===== src/rtl/sram_port_arbiter_pkg.sv =====
// rtl/sram_port_arbiter_pkg.sv - requester IDs and transfer size encodings shared by the arbiter
package sram_port_arbiter_pkg;

    localparam logic REQ_INST = 1'b0;
    localparam logic REQ_DATA = 1'b1;

    localparam logic [1:0] SIZE_1B = 2'd0;
    localparam logic [1:0] SIZE_2B = 2'd1;
    localparam logic [1:0] SIZE_4B = 2'd2;

endpackage


===== src/rtl/arb_id_fifo.sv =====
// rtl/arb_id_fifo.sv - in-order queue of 1-bit requester IDs for outstanding transactions
module arb_id_fifo #(
    parameter int DEPTH = 2
) (
    input  logic clk,
    input  logic rst,
    input  logic push_i,
    input  logic push_id_i,
    input  logic pop_i,
    output logic full_o,
    output logic empty_o,
    output logic head_o
);

    localparam int PTR_W = (DEPTH > 1) ? $clog2(DEPTH) : 1;
    localparam int CNT_W = $clog2(DEPTH + 1);

    logic [DEPTH-1:0] slot_q;
    logic [PTR_W-1:0] wr_ptr_q;
    logic [PTR_W-1:0] rd_ptr_q;
    logic [CNT_W-1:0] count_q;
    logic             push_ok;
    logic             pop_ok;

    function automatic logic [PTR_W-1:0] next_ptr(input logic [PTR_W-1:0] ptr);
        return (ptr == PTR_W'(DEPTH - 1)) ? '0 : ptr + 1'b1;
    endfunction

    assign full_o  = (count_q == CNT_W'(DEPTH));
    assign empty_o = (count_q == '0);
    assign head_o  = slot_q[rd_ptr_q];

    // Full/empty come from the registered count, so a pop never frees a slot for a push in the same cycle.
    assign push_ok = push_i & ~full_o;
    assign pop_ok  = pop_i & ~empty_o;

    always_ff @(posedge clk or posedge rst) begin
        if (rst) begin
            slot_q   <= '0;
            wr_ptr_q <= '0;
            rd_ptr_q <= '0;
            count_q  <= '0;
        end else begin
            if (push_ok) begin
                slot_q[wr_ptr_q] <= push_id_i;
                wr_ptr_q         <= next_ptr(wr_ptr_q);
            end
            if (pop_ok) begin
                rd_ptr_q <= next_ptr(rd_ptr_q);
            end
            unique case ({push_ok, pop_ok})
                2'b10:   count_q <= count_q + 1'b1;
                2'b01:   count_q <= count_q - 1'b1;
                default: count_q <= count_q;
            endcase
        end
    end

endmodule


===== src/rtl/sram_port_arbiter.sv =====
// rtl/sram_port_arbiter.sv - shares one SRAM-like port between inst and data requesters
// SRAM_ARB_RR_EN selects round-robin grant; SRAM_ARB_POP_CHECK enables the empty-pop simulation assertion.
module sram_port_arbiter
    import sram_port_arbiter_pkg::*;
#(
    parameter int OUTSTANDING = 2,
    parameter int ADDR_W      = 32,
    parameter int DATA_W      = 32
) (
    input  logic              clk,
    input  logic              rst,
    input  logic              inst_req,
    input  logic              inst_wr,
    input  logic [1:0]        inst_size,
    input  logic [ADDR_W-1:0] inst_addr,
    input  logic [3:0]        inst_wstrb,
    input  logic [DATA_W-1:0] inst_wdata,
    output logic              inst_addr_ok,
    output logic              inst_data_ok,
    output logic [DATA_W-1:0] inst_rdata,
    input  logic              data_req,
    input  logic              data_wr,
    input  logic [1:0]        data_size,
    input  logic [ADDR_W-1:0] data_addr,
    input  logic [3:0]        data_wstrb,
    input  logic [DATA_W-1:0] data_wdata,
    output logic              data_addr_ok,
    output logic              data_data_ok,
    output logic [DATA_W-1:0] data_rdata,
    output logic              mem_req,
    output logic              mem_wr,
    output logic [1:0]        mem_size,
    output logic [ADDR_W-1:0] mem_addr,
    output logic [3:0]        mem_wstrb,
    output logic [DATA_W-1:0] mem_wdata,
    input  logic              mem_addr_ok,
    input  logic              mem_data_ok,
    input  logic [DATA_W-1:0] mem_rdata
);

    logic lock_valid_q, lock_valid_d;
    logic lock_id_q, lock_id_d;
    logic grant;
    logic grant_req;
    logic q_full, q_empty, q_head;
    logic push, pop_valid;

`ifdef SRAM_ARB_RR_EN
    logic rr_q;

    always_comb begin
        if (lock_valid_q)
            grant = lock_id_q;
        else if (inst_req && data_req)
            grant = rr_q;
        else
            grant = data_req ? REQ_DATA : REQ_INST;
    end

    // rr_q names the requester preferred on the next contended, unlocked cycle.
    always_ff @(posedge clk or posedge rst) begin
        if (rst)
            rr_q <= REQ_INST;
        else if (push)
            rr_q <= ~grant;
    end
`else
    always_comb begin
        if (lock_valid_q)
            grant = lock_id_q;
        else
            grant = data_req ? REQ_DATA : REQ_INST;
    end
`endif

    assign grant_req = (grant == REQ_DATA) ? data_req : inst_req;

    // Gated by rst so the port goes quiet asynchronously, before state even settles.
    assign mem_req   = ~rst & grant_req & ~q_full;
    assign mem_wr    = (grant == REQ_DATA) ? data_wr    : inst_wr;
    assign mem_size  = (grant == REQ_DATA) ? data_size  : inst_size;
    assign mem_addr  = (grant == REQ_DATA) ? data_addr  : inst_addr;
    assign mem_wstrb = (grant == REQ_DATA) ? data_wstrb : inst_wstrb;
    assign mem_wdata = (grant == REQ_DATA) ? data_wdata : inst_wdata;

    assign push         = mem_req & mem_addr_ok;
    assign inst_addr_ok = push & (grant == REQ_INST);
    assign data_addr_ok = push & (grant == REQ_DATA);

    assign pop_valid    = ~rst & mem_data_ok & ~q_empty;
    assign inst_data_ok = pop_valid & (q_head == REQ_INST);
    assign data_data_ok = pop_valid & (q_head == REQ_DATA);
    assign inst_rdata   = mem_rdata;
    assign data_rdata   = mem_rdata;

    always_comb begin
        lock_valid_d = lock_valid_q;
        lock_id_d    = lock_id_q;
        if (mem_req && !mem_addr_ok) begin
            lock_valid_d = 1'b1;
            lock_id_d    = grant;
        end else if (push) begin
            lock_valid_d = 1'b0;
        end
    end

    always_ff @(posedge clk or posedge rst) begin
        if (rst) begin
            lock_valid_q <= 1'b0;
            lock_id_q    <= REQ_INST;
        end else begin
            lock_valid_q <= lock_valid_d;
            lock_id_q    <= lock_id_d;
        end
    end

    arb_id_fifo #(
        .DEPTH (OUTSTANDING)
    ) u_id_fifo (
        .clk       (clk),
        .rst       (rst),
        .push_i    (push),
        .push_id_i (grant),
        .pop_i     (pop_valid),
        .full_o    (q_full),
        .empty_o   (q_empty),
        .head_o    (q_head)
    );

`ifdef SRAM_ARB_POP_CHECK
    always_ff @(posedge clk) begin
        if (!rst) assert (!(mem_data_ok && q_empty));
    end
`endif

endmodule


===== config.mk =====
export PLATFORM = sky130hd
export DESIGN_NAME = sram_port_arbiter
export DESIGN_NICKNAME = d
export VERILOG_FILES = /design/src/rtl/sram_port_arbiter_pkg.sv /design/src/rtl/arb_id_fifo.sv /design/src/rtl/sram_port_arbiter.sv
export SDC_FILE = /design/constraint.sdc
export NUM_CORES = 1
export LEC_CHECK = 0
export BUFFER_PORTS_ARGS = -buffer_cell sky130_fd_sc_hd__buf_2
export CORE_AREA = 5 5 123 125
export DETAILED_ROUTE_END_ITERATION = 8
export DIE_AREA = 0 0 128 130
export PLACE_DENSITY = 0.43
export SKIP_LAST_GASP = 1
export SLEW_MARGIN = 15
export SYNTH_ARGS = -nofsm -noshare
export SYNTH_HDL_FRONTEND = slang
export SYNTH_SLANG_ARGS = --single-unit

===== constraint.sdc =====
create_clock -name clk -period 2.9 [get_ports clk]
set_input_delay 0.58 -clock clk [delete_from_list [all_inputs] [get_ports clk]]
set_output_delay 0.58 -clock clk [all_outputs]
set_load 0.005 [all_outputs]

-- Word-level counts from Yosys, hierarchy flattened
Cells that the tools add are included.
- register bits after elaboration: 8
- output and inout bits: 140
- word-level logic and storage cells: 56
- add/subtract/negate cells: 4
- $lt $le $gt $ge: 3
- eq/ne operators: 3
- multiplexer cells: 18
- bitwise logic cells: 16
- reduce and logical (&&, ||, !) cells: 6
- operators with widths (kind ; number):
    32-bit two-way mux ; 2
    1-bit AND ; 11
    1-bit two-way mux ; 11
    1-bit inverter ; 5
    2-bit == test, second input constant ; 2
    1-bit by 2-bit < comparator with 1-bit output, second input constant ; 2
    4-bit two-way mux ; 1
    2-bit case mux with 2 select lines ; 1
    2-bit nonzero test ; 2
    1-bit adder, second input constant ; 2
    2-bit by 1-bit adder with 2-bit output, second input constant ; 1
    2-bit bitwise mux ; 1
    2-bit by 1-bit == test with 1-bit output, second input constant ; 1
    1-bit logical AND ; 2
    2-bit logical NOT ; 1
    2-bit two-way mux ; 1
    2-bit by 1-bit subtractor with 2-bit output, second input constant ; 1
    1-bit demux with 1-bit select ; 1
    1-bit greater-or-equal comparator, second input constant ; 1
    1-bit logical NOT ; 1

-- Longest topological paths before layout
- depth after elaboration: 9
- depth in mapped cells: 9
- mapped depth without buffers: 8

-- By module
Synthesis repeated with hierarchy kept, for this count alone.
- cells, all modules: 187
- area total of the unflattened synthesis: 1823.0 um^2
- by module, submodules not included (module ; instances ; cells an instance ; area each (um^2) ; sequential area each (um^2)):
    sram_port_arbiter ; 1 ; 163 ; 1536.5 ; 50.0
    arb_id_fifo ; 1 ; 24 ; 286.5 ; 150.1

-- Worst setup path before layout
OpenSTA, ideal clock, no wires.
- path type: input to output
- from: input port data_req
- to: output port inst_addr_ok
- arrival time: 1.652 ns
- setup slack: 0.668 ns
- cell stages on the path: 5
- buffers on the path: 1
- path through: and3b_1 -> or4b_1 -> buf_2 -> nor2_2 -> and2_1
- cells in the longest elaborated chain, start to end: 7
- RTL lines (element ; line ; source):
    start, declared ; sram_port_arbiter.sv:21 ; input logic data_req,
    1-bit two-way mux ; sram_port_arbiter.sv:72 ; grant = data_req ? REQ_DATA : REQ_INST;
    1-bit two-way mux ; sram_port_arbiter.sv:69 ; if (lock_valid_q)
    1-bit two-way mux ; sram_port_arbiter.sv:76 ; assign grant_req = (grant == REQ_DATA) ? data_req : inst_req;
    1-bit AND (2 in series) ; sram_port_arbiter.sv:79 ; assign mem_req = ~rst & grant_req & ~q_full;
    1-bit AND ; sram_port_arbiter.sv:86 ; assign push = mem_req & mem_addr_ok;
    1-bit AND * ; sram_port_arbiter.sv:87 ; assign inst_addr_ok = push & (grant == REQ_INST);
    end, declared ; sram_port_arbiter.sv:18 ; output logic inst_addr_ok,
Mark *: on every way between the ends. The rest lies on a longest branch, timed or not.

-- Worst setup path in the final report
Same ends and word-level chain as after synthesis.

==> results.md <==
* Outcome: finished clean
* Share of synthesized registers carrying an async set or reset at 1.00
* Vias in the first global route at 1991
* # DRC at 0
* Latest clock arrival within the worst-skew pair at between 200 and 250 ps
* Post-CTS setup buffer count at 0
* MaxCap Viol Count at 0
* Pre-antenna DRT Iters at 4
* Post-synth top flop: dfrtp_1
* Metal1 wirelength at between 2 and 3 mm
* Fin crit period at about 2600 ps
* Layout cells sized above 1 at 0.687
* Clock Skews at 0.298 ps
* Number of buffers created by CTS at 3
* Met2 WL at 3.52 mm
* DR iter-0 viols at 14
* Post-Place Worst Slack at 309 ps
* Synth-to-Final Area Change at 52.2%
* PortBufs at about 220
* Switch Pwr at 0.630 mW
* Die H at between 100 and 150 um
* Synthesized area per cell at ~9.6 um^2
* Final setup viols at 0
* N_diodes at 0
* Slew HR at 0.679
* Switching Fraction at 0.398
* Core ar. at ~0.014 mm^2
* CP Depth at 6
* CP Data Arrival Time at approximately 2000 ps
* Layout Nets at between 500 and 600
* Leak at about 1.4 nW
* Final Hold Viols at 0
* DR vias at between 1.5k and 2k
* Synth cell types at 26
* Cell family contributing the most delay on the critical path: simple AND/OR/NAND/NOR gates
* EDFF count, synth at 0
* Met3 routed WL at roughly 900 um
* Sequential Power Share at 0.144
* CTS tree: built
* Worst reg2reg path depth at 7
* Yosys warns at 0
* GPL Wtd Cong at around 0.82
* Fmax at 387 MHz
* Top Metal Used: met4
* Synthesized flop and latch total at 8
* Seq/Total Area, Yosys at 0.112
* Initial Util at 0.130
* Root Driver: clkbuf_16
* CP Capture Type: primary output
* Rows at 43
* DIE WIDTH at 128 um
* Hpwl dp at 6.38 mm
* WL/cell at 13.6 um
* Cell taking the most area after synthesis: mux2_1
* CTS Buffer Depth at 2
* Final instance area at around 0.0027 mm^2
* CP Max Fanout at 6
* H-tree lvl count at 1
* Worst-Margin Slew at approximately 480 ps
* CP peak stage delay at 660 ps
* Crit path cell chain: buf_2 > and3b_1 > or4b_1 > nor2_2 > and2_1 > buf_2
* VDD IR max at between 150 and 200 uV
* GR Overflow Total at 0
* Routed wire length at between 7 and 8 mm
* Placed instance area at between 0.002 and 0.003 mm^2
* First-pass GRT wire length at 10.1 mm
* Largest net degree at the start of global routing at 67
* Setup Crit Path Kind: input pin to primary output
* Crit share post-route at 0.891
* Hold Crit Class: input pin to asynchronous set/reset pin
* Worst EP required at 2320 ps
* Initial antenna violation count at 0
* Internal Power at 0.954 mW
* Mapped Cells at about 190
* CP max stage cell: or4b_1
* Resized cells post-CTS at 0
* Main area contributors after synthesis: mux2_1, buf_4, dfrtp_1
* Clock power frac at 0.146
* CP dominant cell by count: buf_2
* Worst hold slack at 342 ps
* Max Slew Vio Count at 0
* Worst setup SP type: input pin
* Setup ws final at around 320 ps
* PD cells at approximately 580 mW/mm^2
* Setup total negative slack at 0 ps
* Worst Path Buf+Inv at 2
* Clk slew on worst S/H paths at roughly 40 ps
* Setup repair after global routing missed its margin: no
* Post-route ant nets at 0
* Post-synth top area share at 0.446
* Logic pwr share at 0.710
* Vias/cell at 3.65
* Cts hold-fix bufs at 0
* Post-synthesis net count at 368
* Cell area after synthesis at approximately 0.0018 mm^2
* Total GRT Usage at 0.0749
* Total die area at between 0.015 and 0.02 mm^2
* Ports at 320
* Sink Count at 8
[cell families (layout without fill, tap and decap cells)]
logic type,Yosys count,after routing,synth area share
buffers and inverters,78,233,0.304
adder cells (fa/ha/maj),1,1,0.00698
multiplexers,73,73,0.457
flip-flops,8,8,0.112
AO/OA/AOI/OAI,10,10,0.0552
XOR/XNOR,5,5,0.0244
AND/OR/NAND/NOR,12,12,0.0405
[power by group through the flow]
stage / clock network, mW / logic, mW / registers (mW)
floorplan: 0 / 0.731 / 0.210
global placement: 0 / 1.13 / 0.227
detailed placement: 0 / 1.15 / 0.230
CTS: 0.235 / 1.16 / 0.229
global route: 0.243 / 1.24 / 0.238
finish: 0.231 / 1.13 / 0.228
[final cells by class]
class / count / area [um^2]
timing repair buffer: 226 / 1150
multi-input combinational: 101 / 1060
clock buffer: 3 / 75.1
sequential: 8 / 200
tap: 180 / 225
inverter: 4 / 15.0
fill: 1568 / 11000
[registers in the layout, indices dropped and copies added (netlist names)]
| signal | count |
|---|---|
| u_id_fifo.wr_ptr_q | 1 |
| u_id_fifo.slot_q | 2 |
| u_id_fifo.count_q | 2 |
| lock_id_q | 1 |
| lock_valid_q | 1 |
| u_id_fifo.rd_ptr_q | 1 |
[worst register-to-register path, delay by kind of cell, from the launching register on]
kind                     cells  cell delay (ps)
XOR/XNOR                     1              150
adder cells (fa/ha/maj)      1              300
buffers and inverters        1               60
flip-flops                   1              430
AND/OR/NAND/NOR              4             1220
[synth_stat cells (2+ instances only)]
library cell,count
o41ai_2,2
o31ai_2,2
buf_4,64
dfrtp_1,8
buf_2,9
o31ai_1,2
mux2_1,71
nor2b_1,2
xnor2_1,4
mux2i_1,2
nor2_1,3
inv_1,4
[metrics by stage]
step                power [mW]  utilization  std cells
floorplan                0.941            -        187
global placement          1.36        0.192        519
detailed placement        1.38        0.192        519
CTS                       1.62        0.198        522
global route              1.72        0.198        522
finish                    1.58        0.198        522
[metal layers]
layer	global-route usage	up-vias
met5	0	-
li1	-	896
met4	0.0181	0
met2	0.143	134
met3	0.0209	21
met1	0.0813	855
[cell usage in the layout (no fill, tap or decap)]
master / netlist / routed
inv_1: 4 / 4
nand2b_1: 1 / 1
nor3_1: 1 / 1
nor2b_1: 2 / 2
ha_1: 1 / 1
or4b_1: 1 / 1
o21ai_1: 1 / 1
mux2i_1: 2 / 1
buf_2: 9 / 223
nor2_2: 1 / 1
mux2i_4: 0 / 1
o41ai_2: 2 / 2
o31ai_2: 2 / 2
xor2_1: 1 / 1
buf_4: 64 / 2
o211ai_1: 1 / 1
nor2_1: 3 / 3
dfrtp_1: 8 / 8
and3b_1: 1 / 1
xnor2_1: 4 / 4
mux2_1: 71 / 71
and2_1: 1 / 1
a21oi_1: 1 / 1
clkbuf_16: 0 / 3
buf_12: 0 / 1
o41ai_1: 1 / 1
o31ai_1: 2 / 2
or3_1: 1 / 1
[path summary, 6_finish.rpt]
| path | startpoint | to | slack [ps] |
|---|---|---|---|
| max | data_req | inst_addr_ok | 320 |
| min | rst | u_id_fifo.count_q[0]$_DFFE_PP0P_ | 340 |
| max in group asynchronous | rst | u_id_fifo.rd_ptr_q$_DFFE_PP0P_ | 2300 |
| min in group clk | u_id_fifo.count_q[1]$_DFFE_PP0P_ | u_id_fifo.count_q[1]$_DFFE_PP0P_ | 480 |
| min reg2reg | u_id_fifo.count_q[1]$_DFFE_PP0P_ | u_id_fifo.count_q[1]$_DFFE_PP0P_ | 480 |
| max reg2reg | lock_valid_q$_DFFE_PP0P_ | u_id_fifo.count_q[1]$_DFFE_PP0P_ | 660 |
(Power assumes the default switching activity.)
